### config.mk
export PLATFORM = sky130hd
export DESIGN_NAME = pipe_ctrl
export DESIGN_NICKNAME = d
export VERILOG_FILES = /design/src/rtl/pipe_ctrl.sv
export SDC_FILE = /design/constraint.sdc
export NUM_CORES = 1
export LEC_CHECK = 0
export ABC_AREA = 1
export CAP_MARGIN = 20
export CORE_UTILIZATION = 40
export CTS_CLUSTER_DIAMETER = 30
export DETAILED_ROUTE_END_ITERATION = 6
export HOLD_SLACK_MARGIN = 0.08
export PLACE_DENSITY = 0.69
export SLEW_MARGIN = 15
export SYNTH_ARGS = -nofsm -noshare
export SYNTH_HDL_FRONTEND = slang
export SYNTH_SLANG_ARGS = --single-unit
export TNS_END_PERCENT = 1
### constraint.sdc
create_clock -name clk -period 3.3 [get_ports clk]
set_input_delay 0.33 -clock clk [delete_from_list [all_inputs] [get_ports clk]]
set_output_delay 0.33 -clock clk [all_outputs]
set_load 0.05 [all_outputs]
### src/rtl/pipe_ctrl.sv
// Pipeline control unit for the 5-stage Y86-64 core.
// Produces same-cycle stall/bubble requests for the F/D/E/M/W pipeline
// registers, gates condition-code writes on exceptions, runs the
// IDLE/RUN/HALTED run-state machine and keeps saturating event counters.
module pipe_ctrl #(
   parameter int         CNT_W = 32,
   parameter logic [3:0] RNONE = 4'hF
) (
   input  logic             clk,
   input  logic             rst_n,
   input  logic             start,
   input  logic [3:0]       D_icode,
   input  logic [3:0]       E_icode,
   input  logic [3:0]       M_icode,
   input  logic [3:0]       W_icode,
   input  logic [3:0]       E_dstM,
   input  logic [3:0]       d_srcA,
   input  logic [3:0]       d_srcB,
   input  logic             e_Cnd,
   input  logic [2:0]       m_stat,
   input  logic [2:0]       W_stat,
   output logic             F_stall,
   output logic             D_stall,
   output logic             D_bubble,
   output logic             E_bubble,
   output logic             M_bubble,
   output logic             W_stall,
   output logic             set_cc_en,
   output logic [1:0]       run_state,
   output logic [2:0]       final_stat,
   output logic [CNT_W-1:0] cycle_cnt,
   output logic [CNT_W-1:0] retired_cnt,
   output logic [CNT_W-1:0] lu_stall_cnt,
   output logic [CNT_W-1:0] mispred_cnt,
   output logic [CNT_W-1:0] ret_stall_cnt
);

   // Instruction codes
   localparam logic [3:0] I_NOP   = 4'h1;
   localparam logic [3:0] I_MRMOV = 4'h5;
   localparam logic [3:0] I_OPQ   = 4'h6;
   localparam logic [3:0] I_JXX   = 4'h7;
   localparam logic [3:0] I_RET   = 4'h9;
   localparam logic [3:0] I_POPQ  = 4'hB;

   // Status codes
   localparam logic [2:0] S_AOK = 3'd1;
   localparam logic [2:0] S_ADR = 3'd2;
   localparam logic [2:0] S_INS = 3'd3;
   localparam logic [2:0] S_HLT = 3'd4;

   // Run states
   localparam logic [1:0] ST_IDLE   = 2'd0;
   localparam logic [1:0] ST_RUN    = 2'd1;
   localparam logic [1:0] ST_HALTED = 2'd2;

   localparam logic [CNT_W-1:0] CNT_ONE = {{(CNT_W-1){1'b0}}, 1'b1};
   localparam logic [CNT_W-1:0] CNT_MAX = {CNT_W{1'b1}};

   // A status that ends execution once it retires.
   function automatic logic is_exc(input logic [2:0] stat);
      logic res;
      case (stat)
         S_ADR:   res = 1'b1;
         S_INS:   res = 1'b1;
         S_HLT:   res = 1'b1;
         default: res = 1'b0;
      endcase
      return res;
   endfunction

   // Counter increment that sticks at all-ones instead of wrapping.
   function automatic logic [CNT_W-1:0] sat_inc(input logic [CNT_W-1:0] val,
                                                input logic en);
      logic [CNT_W-1:0] res;
      if (en && (val != CNT_MAX)) begin
         res = val + CNT_ONE;
      end else begin
         res = val;
      end
      return res;
   endfunction

   logic             w_lu;
   logic             w_rt;
   logic             w_mp;
   logic             w_m_exc;
   logic             w_w_exc;
   logic             w_running;
   logic             w_retire;
   logic [1:0]       w_state_nxt;
   logic [2:0]       w_final_nxt;

   logic [1:0]       r_state;
   logic [2:0]       r_final;
   logic [CNT_W-1:0] r_cycle;
   logic [CNT_W-1:0] r_retired;
   logic [CNT_W-1:0] r_lu;
   logic [CNT_W-1:0] r_mp;
   logic [CNT_W-1:0] r_rt;

   // Hazard detection terms from the current pipeline register contents.
   always_comb begin
      w_lu      = ((E_icode == I_MRMOV) || (E_icode == I_POPQ)) &&
                  (E_dstM != RNONE) &&
                  ((E_dstM == d_srcA) || (E_dstM == d_srcB));
      w_rt      = (D_icode == I_RET) || (E_icode == I_RET) || (M_icode == I_RET);
      w_mp      = (E_icode == I_JXX) && !e_Cnd;
      w_m_exc   = is_exc(m_stat);
      w_w_exc   = is_exc(W_stat);
      w_running = (r_state == ST_RUN);
      w_retire  = (W_stat == S_AOK) && (W_icode != I_NOP);
   end

   // Stall/bubble/CC-enable: hazard resolution in RUN, frozen pipeline otherwise.
   always_comb begin
      F_stall   = 1'b1;
      D_stall   = 1'b1;
      D_bubble  = 1'b0;
      E_bubble  = 1'b0;
      M_bubble  = 1'b0;
      W_stall   = 1'b1;
      set_cc_en = 1'b0;
      if (w_running) begin
         // Load-use stall beats the ret bubble so D is never both held and cleared.
         F_stall   = w_lu | w_rt;
         D_stall   = w_lu;
         D_bubble  = w_mp | (w_rt & ~w_lu);
         E_bubble  = w_mp | w_lu;
         M_bubble  = w_m_exc | w_w_exc;
         W_stall   = w_w_exc;
         set_cc_en = (E_icode == I_OPQ) & ~w_m_exc & ~w_w_exc;
      end else begin
         F_stall   = 1'b1;
         D_stall   = 1'b1;
         W_stall   = 1'b1;
      end
   end

   // Next run state and the status latched on the way into HALTED.
   always_comb begin
      w_state_nxt = r_state;
      w_final_nxt = r_final;
      case (r_state)
         ST_IDLE: begin
            if (start) begin
               w_state_nxt = ST_RUN;
            end else begin
               w_state_nxt = ST_IDLE;
            end
         end
         ST_RUN: begin
            if (w_w_exc) begin
               w_state_nxt = ST_HALTED;
               w_final_nxt = W_stat;
            end else begin
               w_state_nxt = ST_RUN;
            end
         end
         ST_HALTED: begin
            w_state_nxt = ST_HALTED;
         end
         default: begin
            // Unreachable encoding: park safely with the pipeline frozen.
            w_state_nxt = ST_HALTED;
         end
      endcase
   end

   // Run-state and final-status registers.
   always_ff @(posedge clk or negedge rst_n) begin
      if (!rst_n) begin
         r_state <= ST_IDLE;
         r_final <= S_AOK;
      end else begin
         r_state <= w_state_nxt;
         r_final <= w_final_nxt;
      end
   end

   // Saturating event counters, advanced only while running.
   always_ff @(posedge clk or negedge rst_n) begin
      if (!rst_n) begin
         r_cycle   <= {CNT_W{1'b0}};
         r_retired <= {CNT_W{1'b0}};
         r_lu      <= {CNT_W{1'b0}};
         r_mp      <= {CNT_W{1'b0}};
         r_rt      <= {CNT_W{1'b0}};
      end else if (w_running) begin
         r_cycle   <= sat_inc(r_cycle, 1'b1);
         r_retired <= sat_inc(r_retired, w_retire);
         r_lu      <= sat_inc(r_lu, w_lu);
         r_mp      <= sat_inc(r_mp, w_mp);
         r_rt      <= sat_inc(r_rt, w_rt & ~w_lu);
      end
   end

   assign run_state     = r_state;
   assign final_stat    = r_final;
   assign cycle_cnt     = r_cycle;
   assign retired_cnt   = r_retired;
   assign lu_stall_cnt  = r_lu;
   assign mispred_cnt   = r_mp;
   assign ret_stall_cnt = r_rt;

endmodule

=== After elaboration in Yosys (flattened, before gate mapping) ===
Cells that the tools add are included.

* Reduce and logical (&&, ||, !) cells: 22
* Bitwise operators: 10
* Equality and inequality tests: 24
* Add/sub/neg operators: 5
* Multiplexer cells: 12

{| class="wikitable"
|+ Operator list
! kind !! count
|-
| adder 32 x 1 -> 32 bit (second input constant) || 5
|-
| != test 32 bit (second input constant) || 5
|-
| equality test 4 bit (second input constant) || 4
|-
| equality test 3 x 2 -> 1 bit (second input constant) || 4
|-
| equality test 4 x 3 -> 1 bit (second input constant) || 3
|-
| AND reduction 2 bit || 6
|-
| 2-to-1 mux 1 bit || 10
|-
| equality test 4 bit || 2
|-
| logical AND 1 bit || 8
|-
| equality test 3 bit (second input constant) || 2
|-
| OR reduction 3 bit || 2
|-
| logical OR 1 bit || 4
|-
| != test 4 x 1 -> 1 bit (second input constant) || 1
|-
| != test 4 bit (second input constant) || 1
|-
| bitwise OR 1 bit || 4
|-
| one-hot mux 2 bit (2 select lines) || 1
|-
| bitwise AND 1 bit || 3
|-
| equality test 3 x 1 -> 1 bit (second input constant) || 1
|-
| NOT 1 bit || 3
|-
| equality test 2 x 1 -> 1 bit (second input constant) || 1
|-
| logical NOT 2 bit || 1
|-
| 2-to-1 mux 2 bit || 1
|-
| logical NOT 1 bit || 1
|}

* Bits of input ports: 38
* Bits in registers: 165

=== Longest topological paths before layout ===
Gate-level depths: netlist of run 1.

* Depth in word-level cells: 8
* Mapped depth: 12
* Mapped depth without buffers: 11

=== Worst setup path before layout of run 1 ===
No wires, ideal clock.

* Path kind: flip-flop to output port
* Start point: reg r_state[0] (netlist: run_state[0])
* End point: out D_bubble
* Required time: 2.970 ns
* Arrival time: 2.195 ns
* Path slack: 0.775 ns
* Path buffers: 0
* Stages on the path, launching flop included: 5
* Cells stage by stage: dfrtp_1 > inv_1 > nor2_4 > inv_2 > o21ai_0

* Longest elaborated chain between the ends: 2

{| class="wikitable"
|+ RTL lines
! item !! RTL line !! source
|-
| start: declaration || 94 || <nowiki>logic [1:0] r_state;</nowiki>
|-
| start signal: assignment || 176 || <nowiki>r_state <= w_state_nxt;</nowiki>
|-
| equality test 2 x 1 -> 1 bit || 111 || <nowiki>w_running = (r_state == ST_RUN);</nowiki>
|-
| 2-to-1 mux 1 bit || 124 || <nowiki>if (w_running) begin</nowiki>
|-
| end: declaration || 24 || <nowiki>output logic D_bubble,</nowiki>
|}

Every way passes these cells.

=== Worst setup path in the final report of run 1 ===
* Start point: in W_stat[1]
* End point: out W_stall

* Longest elaborated chain between the ends: 4

{| class="wikitable"
|+ RTL lines
! item !! RTL line !! source
|-
| start: declaration || 21 || <nowiki>input logic [2:0] W_stat,</nowiki>
|-
| equality test 3 bit or equality test 3 x 2 -> 1 bit (tied branches) || 63 || <nowiki>case (stat)</nowiki>
|-
| OR reduction 3 bit (no source line) * || - ||
|-
| 2-to-1 mux 1 bit * || 63 ||
|-
| 2-to-1 mux 1 bit * || 124 ||
|-
| end: declaration || 27 || <nowiki>output logic W_stall,</nowiki>
|}

Mark *: on every way between the ends. The rest lies on a longest branch, timed or not.

==> out/metrics.json, run 1 <==
{
  "setup-tns-final": {"value": 0, "unit": "ns"},
  "grt_start_max_net_pins": {"value": 82},
  "setup_viol": {"value": 0},
  "area.growth.synth_to_final": {"value": 26.8, "unit": "%"},
  "crit_path_end_kind": {"value": "primary output"},
  "design.core.area": {"value": 27200, "unit": "µm²"},
  "grt_first_pass_wirelength": {"value": 54800, "unit": "µm"},
  "cts_tree": {"value": "built"},
  "worstPathMaxFanout": {"value": 3},
  "synth_edf_count": {"value": 0},
  "power-per-cell-area": {"value": 298, "unit": "nW/µm²"},
  "worstHoldPathType": {"value": "primary input to flop"},
  "postCtsSetupRepairBufs": {"value": 0},
  "max-clock-path-buffers": {"value": 2},
  "synth_sequential_area_ratio": {"value": 0.370},
  "layout.cell_area.non_filler": {"value": 14200, "unit": "µm²"},
  "cp_data_arrival_time": {"value": 2.35, "unit": "ns"},
  "max_slew_violation_count": {"value": 0},
  "synth-compound-area-share": {"value": 0.0343},
  "grt-ovfl-total": {"value": 0},
  "worst-setup-path-type": {"value": "primary input to primary output"},
  "place.port_buffers": {"value": 209},
  "floorplan.initialDensity": {"value": 0.411},
  "sinks_on_clock_net": {"value": 165},
  "maxCapViolCount": {"value": 0},
  "synth_ff_type": {"value": "dfrtp_1"},
  "synthesized_net_count": {"value": 1763},
  "row_count": {"value": 60},
  "fin_hold_ws": {"value": 0.469, "unit": "ns"},
  "grt_pass1_vias": {"value": 10800},
  "detailed_place.area": {"value": 13600, "unit": "µm²"},
  "power_leakage": {"value": 6.19, "unit": "nW"},
  "run_status": {"value": "finished clean"},
  "chipHeight": {"value": 169, "unit": "µm"},
  "synthAdderAreaFrac": {"value": 0.00560},
  "fmax": {"value": 373, "unit": "MHz"},
  "clkTransAtPathRegs": {"value": 0.07, "unit": "ns"},
  "firstDrtPassIters": {"value": 5},
  "via_per_inst": {"value": 4.95},
  "asyncSetResetFlopFracSynth": {"value": 1.00},
  "synth_mux_area_frac": {"value": 0},
  "numCtsBuffers": {"value": 17},
  "worst_path_max_delay_cell": {"value": "clkdlybuf4s50_1"},
  "crit_path_start_kind": {"value": "primary input"},
  "worst-endpoint-required": {"value": 2.97, "unit": "ns"},
  "final_cells": {"value": 2308},
  "timing.final.crit_period": {"value": 2.68, "unit": "ns"},
  "cpMostUsedCell": {"value": "clkdlybuf4s50_1"},
  "floorplan.die.width": {"value": 169, "unit": "µm"},
  "drc": {"value": 0},
  "grt.total_usage": {"value": 0.239},
  "dieArea": {"value": 28600, "unit": "µm²"},
  "critical_path.cell_chain": {"value": "clkdlybuf4s50_1 > or2_2 > a21oi_1 > buf_4 > inv_1 > nand2_1 > clkdlybuf4s50_1"},
  "count_of_final_hold_check_violations": {"value": 0},
  "dpl.hpwl": {"value": 24900, "unit": "µm"},
  "rsz0062_at_grt": {"value": "no"},
  "wirelength": {"value": 33100, "unit": "µm"},
  "ys_ff_latch": {"value": 165},
  "most-common-layout-cells": {"value": "745 x nand2_1, 204 x clkdlybuf4s50_1, 203 x nor2_1, 164 x dfrtp_1, 160 x inv_1"},
  "diode_insertion_count_for_antenna_repair": {"value": 0},
  "h-tree-depth": {"value": 4},
  "worst_skew_pair.late_latency": {"value": 0.44, "unit": "ns"},
  "synth_warnings": {"value": 0},
  "timing.slew.headroom": {"value": 0.478},
  "dp_cells": {"value": 2275},
  "synth_xor_area_frac": {"value": 0.0580},
  "synth_simple_gate_area_frac": {"value": 0.452},
  "tightestPinTransition": {"value": 0.783, "unit": "ns"},
  "timing.clock.skew": {"value": 0.0203, "unit": "ns"},
  "post_synthesis_cell_area": {"value": 11200, "unit": "µm²"},
  "antenna_violations_before_repair": {"value": 0},
  "vdd_ir_drop_max": {"value": 0.271, "unit": "mV"},
  "layout.cells.most_common": {"value": "nand2_1"},
  "crit_path_max_incr_delay": {"value": 0.82, "unit": "ns"},
  "synth.distinct_cells": {"value": 40},
  "design.final.nets": {"value": 1966},
  "clockRootBuffer": {"value": "clkbuf_16"},
  "routed-via-count": {"value": 11400},
  "synth_top_family_by_area": {"value": "simple AND/OR/NAND/NOR gates"},
  "drt.antenna.violating_nets": {"value": 0},
  "routed_wire_length_per_instance": {"value": 14.4, "unit": "µm"},
  "postSynthAreaPerCell": {"value": 6.49, "unit": "µm²"},
  "netlist_instances": {"value": 1720},
  "i_o_pin_total": {"value": 210},
  "initialDrtViolationCount": {"value": 975},
  "globalplace.congestion": {"value": 0.938},
  "fraction_of_layout_instances_using_a_drive_strength_above_1": {"value": 0.0480},
  "post-route-period-util": {"value": 0.811}
}
-- timing repair --
| action | in CTS | in global routing |
|---|---|---|
| setup endpoints to repair | 0 | 0 |
| gates resized for setup | 0 | 0 |
| hold buffers | 1 | 0 |
| endpoints found under the hold margin | 78 | 0 |
-- worst paths after layout --
| path | from | endpoint | slack [ns] | cells after the start |
|---|---|---|---|---|
| hold / removal | W_stat[0] | final_stat[0]$_DFFE_PN1P_ | 0.47 | 3 |
| setup reg to reg | retired_cnt[0]$_DFFE_PN0P_ | retired_cnt[22]$_DFFE_PN0P_ | 1.02 | 10 |
| min in group asynchronous | rst_n | ret_stall_cnt[31]$_DFFE_PN0P_ | 0.50 | 2 |
| hold reg to reg | final_stat[0]$_DFFE_PN1P_ | final_stat[0]$_DFFE_PN1P_ | 0.48 | 2 |
| max in group asynchronous | rst_n | mispred_cnt[25]$_DFFE_PN0P_ | 1.91 | 3 |
| setup / recovery | W_stat[1] | W_stall | 0.62 | 7 |
-- cell families (layout without fill, tap and decap cells) --
group / count (synthesis) / count (layout)
AND/OR/NAND/NOR: 1193 / 1193
buffers and inverters: 211 / 427
flip-flops: 165 / 165
XOR/XNOR: 74 / 74
AO/OA/AOI/OAI: 72 / 72
adder cells (fa/ha/maj): 5 / 5
-- Yosys cell counts (9+ instances only) --
master      n  area share
nand3b_1   16       0.011
o21ai_0    36       0.016
xor2_1     60       0.047
inv_1     160       0.054
buf_6       9      0.0091
dfrtp_1   164        0.37
nand4_1    60       0.034
buf_2      15      0.0067
inv_2      13      0.0044
nand2_1   745        0.25
nor3_1     65       0.029
nor2_1    203       0.068
xnor2_1    14       0.011
nand3_1    71       0.032
o21ai_1    27       0.012
-- state kept, by name, indices dropped and copies added, names as in the netlist --
name           cells
cycle_cnt         32
final_stat         3
lu_stall_cnt      32
mispred_cnt       32
ret_stall_cnt     32
retired_cnt       32
run_state          2
-- metal layers --
metal	track usage	routed length [µm]
met4	0.0650	377
met1	0.326	15300
met3	0.0327	1890
met5	0	0
met2	0.395	15600
-- layout make-up --
class	instances	area [µm²]
inverters	174	653
multi-input cells	1344	6140
repair buffers	221	2190
clock inverters	14	159
clock buffers	18	429
fillers	2729	13000
flip-flops and latches	165	4130
well taps	372	465
-- critical path: cells and delay by family --
| kind | cells | cell delay [ns] |
|---|---|---|
| buffers and inverters | 4 | 1.48 |
| AND/OR/NAND/NOR | 2 | 0.37 |
| AO/OA/AOI/OAI | 1 | 0.16 |
-- stage by stage --
stage / setup slack (ns) / total power [mW] / util
5_1_grt: 0.522 / 4.37 / 0.521
4_1_cts: 0.594 / 4.27 / 0.521
3_3_place_gp: 0.673 / 2.22 / 0.499
2_1_floorplan: 0.775 / 2.11 / -
3_5_place_dp: 0.597 / 2.23 / 0.499
6_report: 0.622 / 4.22 / 0.521
-- report_power, final --
group | internal [mW] | switching, mW | total [mW]
Clock | 1.08 | 0.953 | 2.03
Combinational | 0.0632 | 0.0962 | 0.159
Sequential | 2.02 | 0.00149 | 2.03
Power figures use the tool's default switching activity.
==> inputs of run 2 (changes only) <==
--- a/config.mk
+++ b/config.mk
@@ -11,7 +11,7 @@
 export CTS_CLUSTER_DIAMETER = 30
 export DETAILED_ROUTE_END_ITERATION = 6
 export HOLD_SLACK_MARGIN = 0.08
-export PLACE_DENSITY = 0.69
+export PLACE_DENSITY = 0.71
 export SLEW_MARGIN = 15
 export SYNTH_ARGS = -nofsm -noshare
 export SYNTH_HDL_FRONTEND = slang
==> constraint.sdc (replaced) <==
create_clock -name clk -period 2.4 [get_ports clk]
set_input_delay 0.24 -clock clk [delete_from_list [all_inputs] [get_ports clk]]
set_output_delay 0.24 -clock clk [all_outputs]
set_load 0.05 [all_outputs]
==> run 2 against run 1 <==
Effect of this change:
- first-iteration DRC count is 0.72% higher
- register-to-register slack worse by 0.72 ns
- cell count is 0.74% higher
- hold slack worse by 0.16 ns
- flip-flop and latch count stayed put
- worst setup slack worse by 0.43 ns
- highest routed layer unchanged
==> out/metrics.json, run 2 (same netlist as run 1, synthesis figures left out) <==
{
  "run_status": {"value": "finished clean"},
  "antenna_violations_before_repair": {"value": 0, "change": "unchanged"},
  "cts_tree": {"value": "built"},
  "worst-endpoint-required": {"value": 2.16, "unit": "ns", "change": "-0.81 ns"},
  "p_int": {"value": 4.41, "unit": "mW", "change": "+39%"},
  "timing.slew.headroom": {"value": 0.553, "change": "+0.0743"},
  "row_count": {"value": 60, "change": "unchanged"},
  "crit_path_end_kind": {"value": "primary output"},
  "timing.critical_path.depth": {"value": 4, "change": "-3"},
  "timing.clock.skew": {"value": 0.0150, "unit": "ns", "change": "-0.00529 ns"},
  "initialDrtViolationCount": {"value": 982, "change": "+0.72%"},
  "ff_latch_area": {"value": 4130, "unit": "µm²", "change": "unchanged"},
  "buf_inv_stages_crit_path": {"value": 2, "change": "-2"},
  "final_cells": {"value": 2325, "change": "+0.74%"},
  "worstPathMaxFanout": {"value": 21, "change": "+18"},
  "crit_path_max_incr_delay": {"value": 0.42, "unit": "ns", "change": "-0.40 ns"},
  "i_o_pin_total": {"value": 210, "change": "unchanged"},
  "rsz0062_at_grt": {"value": "no"},
  "sinks_on_clock_net": {"value": 165, "change": "unchanged"},
  "tightestPinTransition": {"value": 0.670, "unit": "ns", "change": "-0.112 ns"},
  "layout_setup_ws": {"value": 0.196, "unit": "ns", "change": "-0.426 ns"},
  "h-tree-depth": {"value": 4, "change": "unchanged"},
  "clock_power_share": {"value": 0.479, "change": "-0.003"},
  "layout.cell_area.non_filler": {"value": 14400, "unit": "µm²", "change": "+1.8%"},
  "wirelength": {"value": 34600, "unit": "µm", "change": "+4.4%"},
  "grt_start_max_net_pins": {"value": 60, "change": "-27%"},
  "routed-via-count": {"value": 11700, "change": "+2.3%"},
  "clkTransAtPathRegs": {"value": 0.08, "unit": "ns", "change": "about the same"},
  "reg2reg_depth": {"value": 10, "change": "unchanged"},
  "floorplan.die.width": {"value": 169, "unit": "µm", "change": "unchanged"},
  "worst_path_max_delay_cell": {"value": "dfrtp_1"},
  "timing.final.crit_period": {"value": 2.20, "unit": "ns"},
  "diode_insertion_count_for_antenna_repair": {"value": 0, "change": "unchanged"},
  "cpLargestDelayFamily": {"value": "buffers and inverters"},
  "design.final.nets": {"value": 1983, "change": "+0.86%"},
  "power-per-cell-area": {"value": 401, "unit": "nW/µm²", "change": "+35%"},
  "p_sw_frac": {"value": 0.239, "change": "-0.0104"},
  "max_slew_violation_count": {"value": 0, "change": "unchanged"},
  "floorplan.initialDensity": {"value": 0.411, "change": "unchanged"},
  "area.growth.synth_to_final": {"value": 29.1, "unit": "%"},
  "chipHeight": {"value": 169, "unit": "µm", "change": "unchanged"},
  "design.core.area": {"value": 27200, "unit": "µm²", "change": "unchanged"},
  "grt_pass1_vias": {"value": 11000, "change": "+1.6%"},
  "cts.repair.resized": {"value": 0, "change": "unchanged"},
  "firstDrtPassIters": {"value": 5, "change": "unchanged"},
  "post-route-period-util": {"value": 0.918},
  "power_leakage": {"value": 6.32, "unit": "nW", "change": "+2.1%"},
  "maxCapViolCount": {"value": 0, "change": "unchanged"},
  "via_per_inst": {"value": 5.03, "change": "+1.5%"},
  "clockRootBuffer": {"value": "clkbuf_16"},
  "worstHoldPathType": {"value": "primary input to async pin"},
  "max-clock-path-buffers": {"value": 2, "change": "unchanged"},
  "critical_path.cell_chain": {"value": "nor2_4 > buf_4 > nand3_1 > buf_12"},
  "setup_viol": {"value": 0, "change": "unchanged"},
  "power.net_switching": {"value": 1.38, "unit": "mW", "change": "+32%"},
  "dp_cells": {"value": 2292, "change": "+0.75%"},
  "drc": {"value": 0, "change": "unchanged"},
  "combPwrFrac": {"value": 0.040, "change": "+0.002"},
  "fmax": {"value": 454, "unit": "MHz"},
  "vdd_ir_drop_max": {"value": 0.397, "unit": "mV", "change": "+47%"},
  "final.fill_count": {"value": 2662, "change": "-2.5%"},
  "count_of_final_hold_check_violations": {"value": 0, "change": "unchanged"},
  "numCtsBuffers": {"value": 17, "change": "unchanged"},
  "detailed_place.area": {"value": 13800, "unit": "µm²", "change": "+1.9%"},
  "cp_data_arrival_time": {"value": 1.96, "unit": "ns", "change": "-0.39 ns"},
  "globalplace.congestion": {"value": 0.944, "change": "+0.70%"},
  "worst_skew_pair.late_latency": {"value": 0.44, "unit": "ns", "change": "about the same"},
  "drt.antenna.violating_nets": {"value": 0, "change": "unchanged"},
  "fraction_of_layout_instances_using_a_drive_strength_above_1": {"value": 0.0584, "change": "+0.0103"},
  "worst-setup-path-type": {"value": "flop to primary output"},
  "grt_first_pass_wirelength": {"value": 56400, "unit": "µm", "change": "+2.9%"},
  "pre_cts_ws": {"value": 0.203, "unit": "ns", "change": "-0.394 ns"},
  "grt-ovfl-total": {"value": 0, "change": "unchanged"},
  "place.port_buffers": {"value": 209, "change": "unchanged"},
  "crit_path_start_kind": {"value": "flop"},
  "power.share.sequential": {"value": 0.481, "change": "about the same"},
  "grt.total_usage": {"value": 0.248, "change": "+0.00955"},
  "layout.cells.most_common": {"value": "nand2_1"},
  "area_used_by_multi_input_combinational_logic": {"value": 6140, "unit": "µm²", "change": "unchanged"},
  "dieArea": {"value": 28600, "unit": "µm²", "change": "unchanged"},
  "dpl.hpwl": {"value": 26400, "unit": "µm", "change": "+5.8%"},
  "most-common-layout-cells": {"value": "745 x nand2_1, 203 x nor2_1, 201 x clkdlybuf4s50_1, 164 x dfrtp_1, 160 x inv_1"},
  "routed_wire_length_per_instance": {"value": 14.9, "unit": "µm", "change": "+3.6%"}
}
-- run 2: changes by cell type in the layout (fill, tap and decap cells not counted), moves of 3 or more --
cell and delta:
inv_8 -4, buf_12 +11, clkdlybuf4s50_1 -3, buf_4 +9, clkbuf_8 +3
-- run 2: cell type report --
class / instances / area share
Clock buffer: 20 / 0.0324
Clock inverter: 12 / 0.00824
Inverter: 174 / 0.0453
Multi-Input combinational cell: 1344 / 0.426
Sequential cell: 165 / 0.286
Tap cell: 372 / 0.0323
Timing Repair Buffer: 238 / 0.170
-- run 2: path summary, 6_finish.rpt --
kind,startpoint,endpoint,slack [ns]
setup / recovery,run_state[1]$_DFF_PN0_,F_stall,0.20
hold / removal,rst_n,mispred_cnt[20]$_DFFE_PN0P_,0.31
setup reg to reg,retired_cnt[0]$_DFFE_PN0P_,retired_cnt[18]$_DFFE_PN0P_,0.30
hold reg to reg,final_stat[0]$_DFFE_PN1P_,final_stat[0]$_DFFE_PN1P_,0.47
max in group asynchronous,rst_n,mispred_cnt[4]$_DFFE_PN0P_,1.24
min in group clk,W_stat[0],final_stat[0]$_DFFE_PN1P_,0.37
-- run 2: power by group through the flow --
| stage | Sequential (mW) | Combinational (mW) | Clock, mW |
|---|---|---|---|
| CTS | 2.79 | 0.235 | 2.82 |
| detailed placement | 2.84 | 0.232 | 0 |
| floorplan | 2.85 | 0.0493 | 0 |
| global route | 2.78 | 0.256 | 2.96 |
| global placement | 2.84 | 0.229 | 0 |
| finish | 2.79 | 0.230 | 2.77 |
-- run 2: routing by layer --
metal  GRT usage  wire length [µm]  vias up
met5           0                 0        -
met3      0.0295              1850       41
met4      0.0721               571        0
met1       0.357             16900     5450
met2       0.391             15300      358
li1            -                 -     5844
-- run 2: worst register-to-register path, delay by kind of cell (launching register included) --
family          cells  cell delay [ns]
simple gates        6             0.61
fa+ha+maj           1             0.24
compound gates      1             0.22
flops               1             0.41
buf+inv             2             0.57
-- run 2: timing repair --
action	CTS	global route
hold endpoints to repair	56	0
hold buffers	1	0
buffers inserted	0	0
-- run 2: per-stage QoR --
| step | power [mW] | hold WS [ns] | TNS, ns | utilization |
|---|---|---|---|---|
| floorplan | 2.90 | -0.0556 | -0.0263 | - |
| global placement | 3.07 | 0.249 | 0 | 0.509 |
| detailed placement | 3.07 | 0.253 | 0 | 0.509 |
| CTS | 5.84 | 0.350 | 0 | 0.531 |
| global route | 6.00 | 0.374 | 0 | 0.531 |
| finish | 5.79 | 0.314 | 0 | 0.531 |
==> inputs of run 3 (changes only) <==
--- a/config.mk
+++ b/config.mk
@@ -7,6 +7,7 @@
 export LEC_CHECK = 0
 export ABC_AREA = 1
 export CAP_MARGIN = 20
+export CORE_ASPECT_RATIO = 0.9
 export CORE_UTILIZATION = 40
 export CTS_CLUSTER_DIAMETER = 30
 export DETAILED_ROUTE_END_ITERATION = 6
@@ -16,4 +17,3 @@
 export SYNTH_ARGS = -nofsm -noshare
 export SYNTH_HDL_FRONTEND = slang
 export SYNTH_SLANG_ARGS = --single-unit
-export TNS_END_PERCENT = 1
==> run 3 against run 2 <==
Effect of this change:
- sequential share of layout area hardly changed
- wire length decreased by 0.21%
- register-to-register slack worse by 0.05 ns
==> out/metrics.json, run 3 (same netlist as run 1, synthesis figures left out) <==
{
  "most-common-layout-cells": {"value": "745 x nand2_1, 203 x nor2_1, 201 x clkdlybuf4s50_1, 164 x dfrtp_1, 160 x inv_1"},
  "combPwrFrac": {"value": 0.039, "change": "about the same"},
  "power-per-cell-area": {"value": 413, "unit": "nW/µm²", "change": "+3.0%"},
  "cts_tree": {"value": "built"},
  "fin_total_pwr": {"value": 5.96, "unit": "mW", "change": "+3.0%"},
  "power.net_switching": {"value": 1.35, "unit": "mW", "change": "-2.4%"},
  "worst_skew_pair.late_latency": {"value": 0.44, "unit": "ns", "change": "about the same"},
  "final_cells": {"value": 2300, "change": "-1.1%"},
  "routed_wire_length_per_instance": {"value": 15.0, "unit": "µm", "change": "+0.87%"},
  "h-tree-depth": {"value": 4, "change": "unchanged"},
  "route.met2.wl": {"value": 15400, "unit": "µm", "change": "+0.90%"},
  "numCtsBuffers": {"value": 17, "change": "unchanged"},
  "dp_cells": {"value": 2267, "change": "-1.1%"},
  "timing.rr.start": {"value": "ret_stall_cnt[1]$_DFFE_PN0P_"},
  "dpl.hpwl": {"value": 25900, "unit": "µm", "change": "-1.6%"},
  "timing.clock.skew": {"value": 0.00955, "unit": "ns", "change": "-0.00546 ns"},
  "count_of_final_hold_check_violations": {"value": 0, "change": "unchanged"},
  "initialDrtViolationCount": {"value": 902, "change": "-8.1%"},
  "reg2reg_slack": {"value": 0.25, "unit": "ns", "change": "-0.05 ns"},
  "timing.final.crit_period": {"value": 2.29, "unit": "ns", "change": "+0.0865 ns"},
  "tightestPinTransition": {"value": 0.619, "unit": "ns", "change": "-0.0512 ns"},
  "power.share.sequential": {"value": 0.468, "change": "-0.013"},
  "rsz0062_at_grt": {"value": "no"},
  "final.fill_count": {"value": 2657, "change": "-0.19%"},
  "drt.antenna.violating_nets": {"value": 0, "change": "unchanged"},
  "wl_met1": {"value": 16300, "unit": "µm", "change": "-3.2%"},
  "post-route-period-util": {"value": 0.954, "change": "+0.0360"},
  "routed-via-count": {"value": 11700, "change": "+0.19%"},
  "p_sw_frac": {"value": 0.226, "change": "-0.0124"},
  "chipHeight": {"value": 161, "unit": "µm", "change": "-5.1%"},
  "max-clock-path-buffers": {"value": 2, "change": "unchanged"},
  "crit_path_end_kind": {"value": "primary output"},
  "clkTransAtPathRegs": {"value": 0.07, "unit": "ns", "change": "about the same"},
  "timing.rr.end": {"value": "ret_stall_cnt[0]$_DFFE_PN0P_"},
  "globalplace.congestion": {"value": 0.940, "change": "-0.44%"},
  "fraction_of_layout_instances_using_a_drive_strength_above_1": {"value": 0.0545, "change": "-0.00390"},
  "dieArea": {"value": 28600, "unit": "µm²", "change": "about the same"},
  "setup_viol": {"value": 0, "change": "unchanged"},
  "sinks_on_clock_net": {"value": 165, "change": "unchanged"},
  "clock_power_share": {"value": 0.493, "change": "+0.014"},
  "timing.slew.headroom": {"value": 0.587, "change": "+0.0342"},
  "crit_path_max_incr_delay": {"value": 0.42, "unit": "ns", "change": "about the same"},
  "worstHoldPathType": {"value": "primary input to async pin"},
  "worst-endpoint-required": {"value": 2.16, "unit": "ns", "change": "about the same"},
  "setup-tns-final": {"value": 0, "unit": "ns", "change": "unchanged"},
  "worst_path_max_delay_cell": {"value": "dfrtp_1"},
  "floorplan.initialDensity": {"value": 0.410, "change": "-0.00102"},
  "row_count": {"value": 57, "change": "-5.0%"},
  "met3_length": {"value": 2260, "unit": "µm", "change": "+22%"},
  "max_slew_violation_count": {"value": 0, "change": "unchanged"},
  "grt_start_max_net_pins": {"value": 55, "change": "-8.3%"},
  "grt.total_usage": {"value": 0.247, "change": "-0.00158"},
  "antenna_violations_before_repair": {"value": 0, "change": "unchanged"},
  "wirelength": {"value": 34500, "unit": "µm", "change": "-0.21%"},
  "floorplan.die.width": {"value": 178, "unit": "µm", "change": "+5.3%"},
  "place.port_buffers": {"value": 209, "change": "unchanged"},
  "cp_data_arrival_time": {"value": 2.05, "unit": "ns", "change": "+0.09 ns"},
  "crit_end": {"value": "E_bubble"},
  "power_leakage": {"value": 6.31, "unit": "nW", "change": "-0.20%"},
  "critical_path.cell_chain": {"value": "nor2_4 > buf_4 > nand3_2 > nand2_1 > buf_12"},
  "p_int": {"value": 4.61, "unit": "mW", "change": "+4.6%"},
  "setup.worst_path.start": {"value": "run_state[1]$_DFF_PN0_"},
  "via_per_inst": {"value": 5.09, "change": "+1.3%"},
  "worstPathMaxFanout": {"value": 32, "change": "+52%"},
  "i_o_pin_total": {"value": 210, "change": "unchanged"},
  "design.core.area": {"value": 27200, "unit": "µm²", "change": "+0.25%"},
  "drc": {"value": 0, "change": "unchanged"},
  "grt-ovfl-total": {"value": 0, "change": "unchanged"},
  "firstDrtPassIters": {"value": 5, "change": "unchanged"},
  "area.growth.synth_to_final": {"value": 29.0, "unit": "%", "change": "about the same"},
  "run_status": {"value": "finished clean"},
  "route.top_layer_used": {"value": "met4"},
  "worst-setup-path-type": {"value": "flop to primary output"},
  "diode_insertion_count_for_antenna_repair": {"value": 0, "change": "unchanged"},
  "maxCapViolCount": {"value": 0, "change": "unchanged"},
  "grt_pass1_vias": {"value": 10800, "change": "-1.7%"},
  "grt_first_pass_wirelength": {"value": 55800, "unit": "µm", "change": "-0.99%"},
  "fmax": {"value": 437, "unit": "MHz", "change": "-3.8%"},
  "design.final.nets": {"value": 1976, "change": "-0.35%"},
  "layout.cells.most_common": {"value": "nand2_1"},
  "clockRootBuffer": {"value": "clkbuf_16"},
  "reg2reg_depth": {"value": 9, "change": "-1"},
  "crit_path_start_kind": {"value": "flop"},
  "vdd_ir_drop_max": {"value": 0.471, "unit": "mV", "change": "+18%"}
}
-- run 3: cell count changes in the layout (fill, tap and decap cells not counted), sizes merged --
cell,delta
buf,-7
clkinv,-2
inv,-2
bufinv,+2
clkbuf,+2
-- run 3: metal layers --
layer	vias up	track usage
met5	-	0
met4	0	0.0625
met3	37	0.0455
met2	379	0.377
met1	5462	0.356
li1	5837	-
-- run 3: power groups by stage --
stage                     logic (mW)  clock network, mW  registers [mW]
after floorplan               0.0496                  0            2.85
after global placement         0.236                  0            2.84
after detailed placement       0.238                  0            2.84
after CTS                      0.241               2.99            2.79
after global routing           0.261               3.10            2.78
final                          0.234               2.94            2.79
-- run 3: worst min path at each step --
stage                from                            to  cells past startpoint
global route        rst_n   lu_stall_cnt[0]$_DFFE_PN0P_                      2
CTS                 rst_n  lu_stall_cnt[19]$_DFFE_PN0P_                      2
finish              rst_n   lu_stall_cnt[0]$_DFFE_PN0P_                      2
floorplan           rst_n      cycle_cnt[0]$_DFFE_PN0P_                      0
detailed placement  rst_n   lu_stall_cnt[0]$_DFFE_PN0P_                      1
global placement    rst_n   lu_stall_cnt[1]$_DFFE_PN0P_                      1
-- run 3: worst max-delay path, delay by kind of cell (launching register included) --
| kind | cells | cell delay [ns] |
|---|---|---|
| AND/OR/NAND/NOR | 3 | 0.62 |
| flip-flops | 1 | 0.42 |
| buffers and inverters | 2 | 0.57 |
-- run 3: repair_timing --
item / 4_1_cts / 5_1_grt
setup endpoints to repair: 0 / 4
gates resized for setup: 0 / 2
buffers inserted: 0 / 0
hold endpoints to repair: 46 / 0
hold buffers: 1 / 0
-- run 3: stage by stage --
step	instance area, µm²	utilization	hold WS [ns]	setup slack, ns
5_1_grt	14400	0.529	0.360	0.00254
3_5_place_dp	13800	0.506	0.226	0.140
4_1_cts	14400	0.529	0.326	0.0810
6_report	14400	0.529	0.316	0.110
3_3_place_gp	13800	0.506	0.222	0.140
2_1_floorplan	11200	-	-0.0556	0.140
-- run 3: final cells by class --
class                           instances  area (µm²)  area share
Clock buffer                           22         474      0.0329
Sequential cell                       165        4130       0.287
Multi-Input combinational cell       1344        6150       0.427
Inverter                              174         656      0.0455
Timing Repair Buffer                  231        2420       0.168
Tap cell                              354         443      0.0307
Clock inverter                         10         144     0.00998
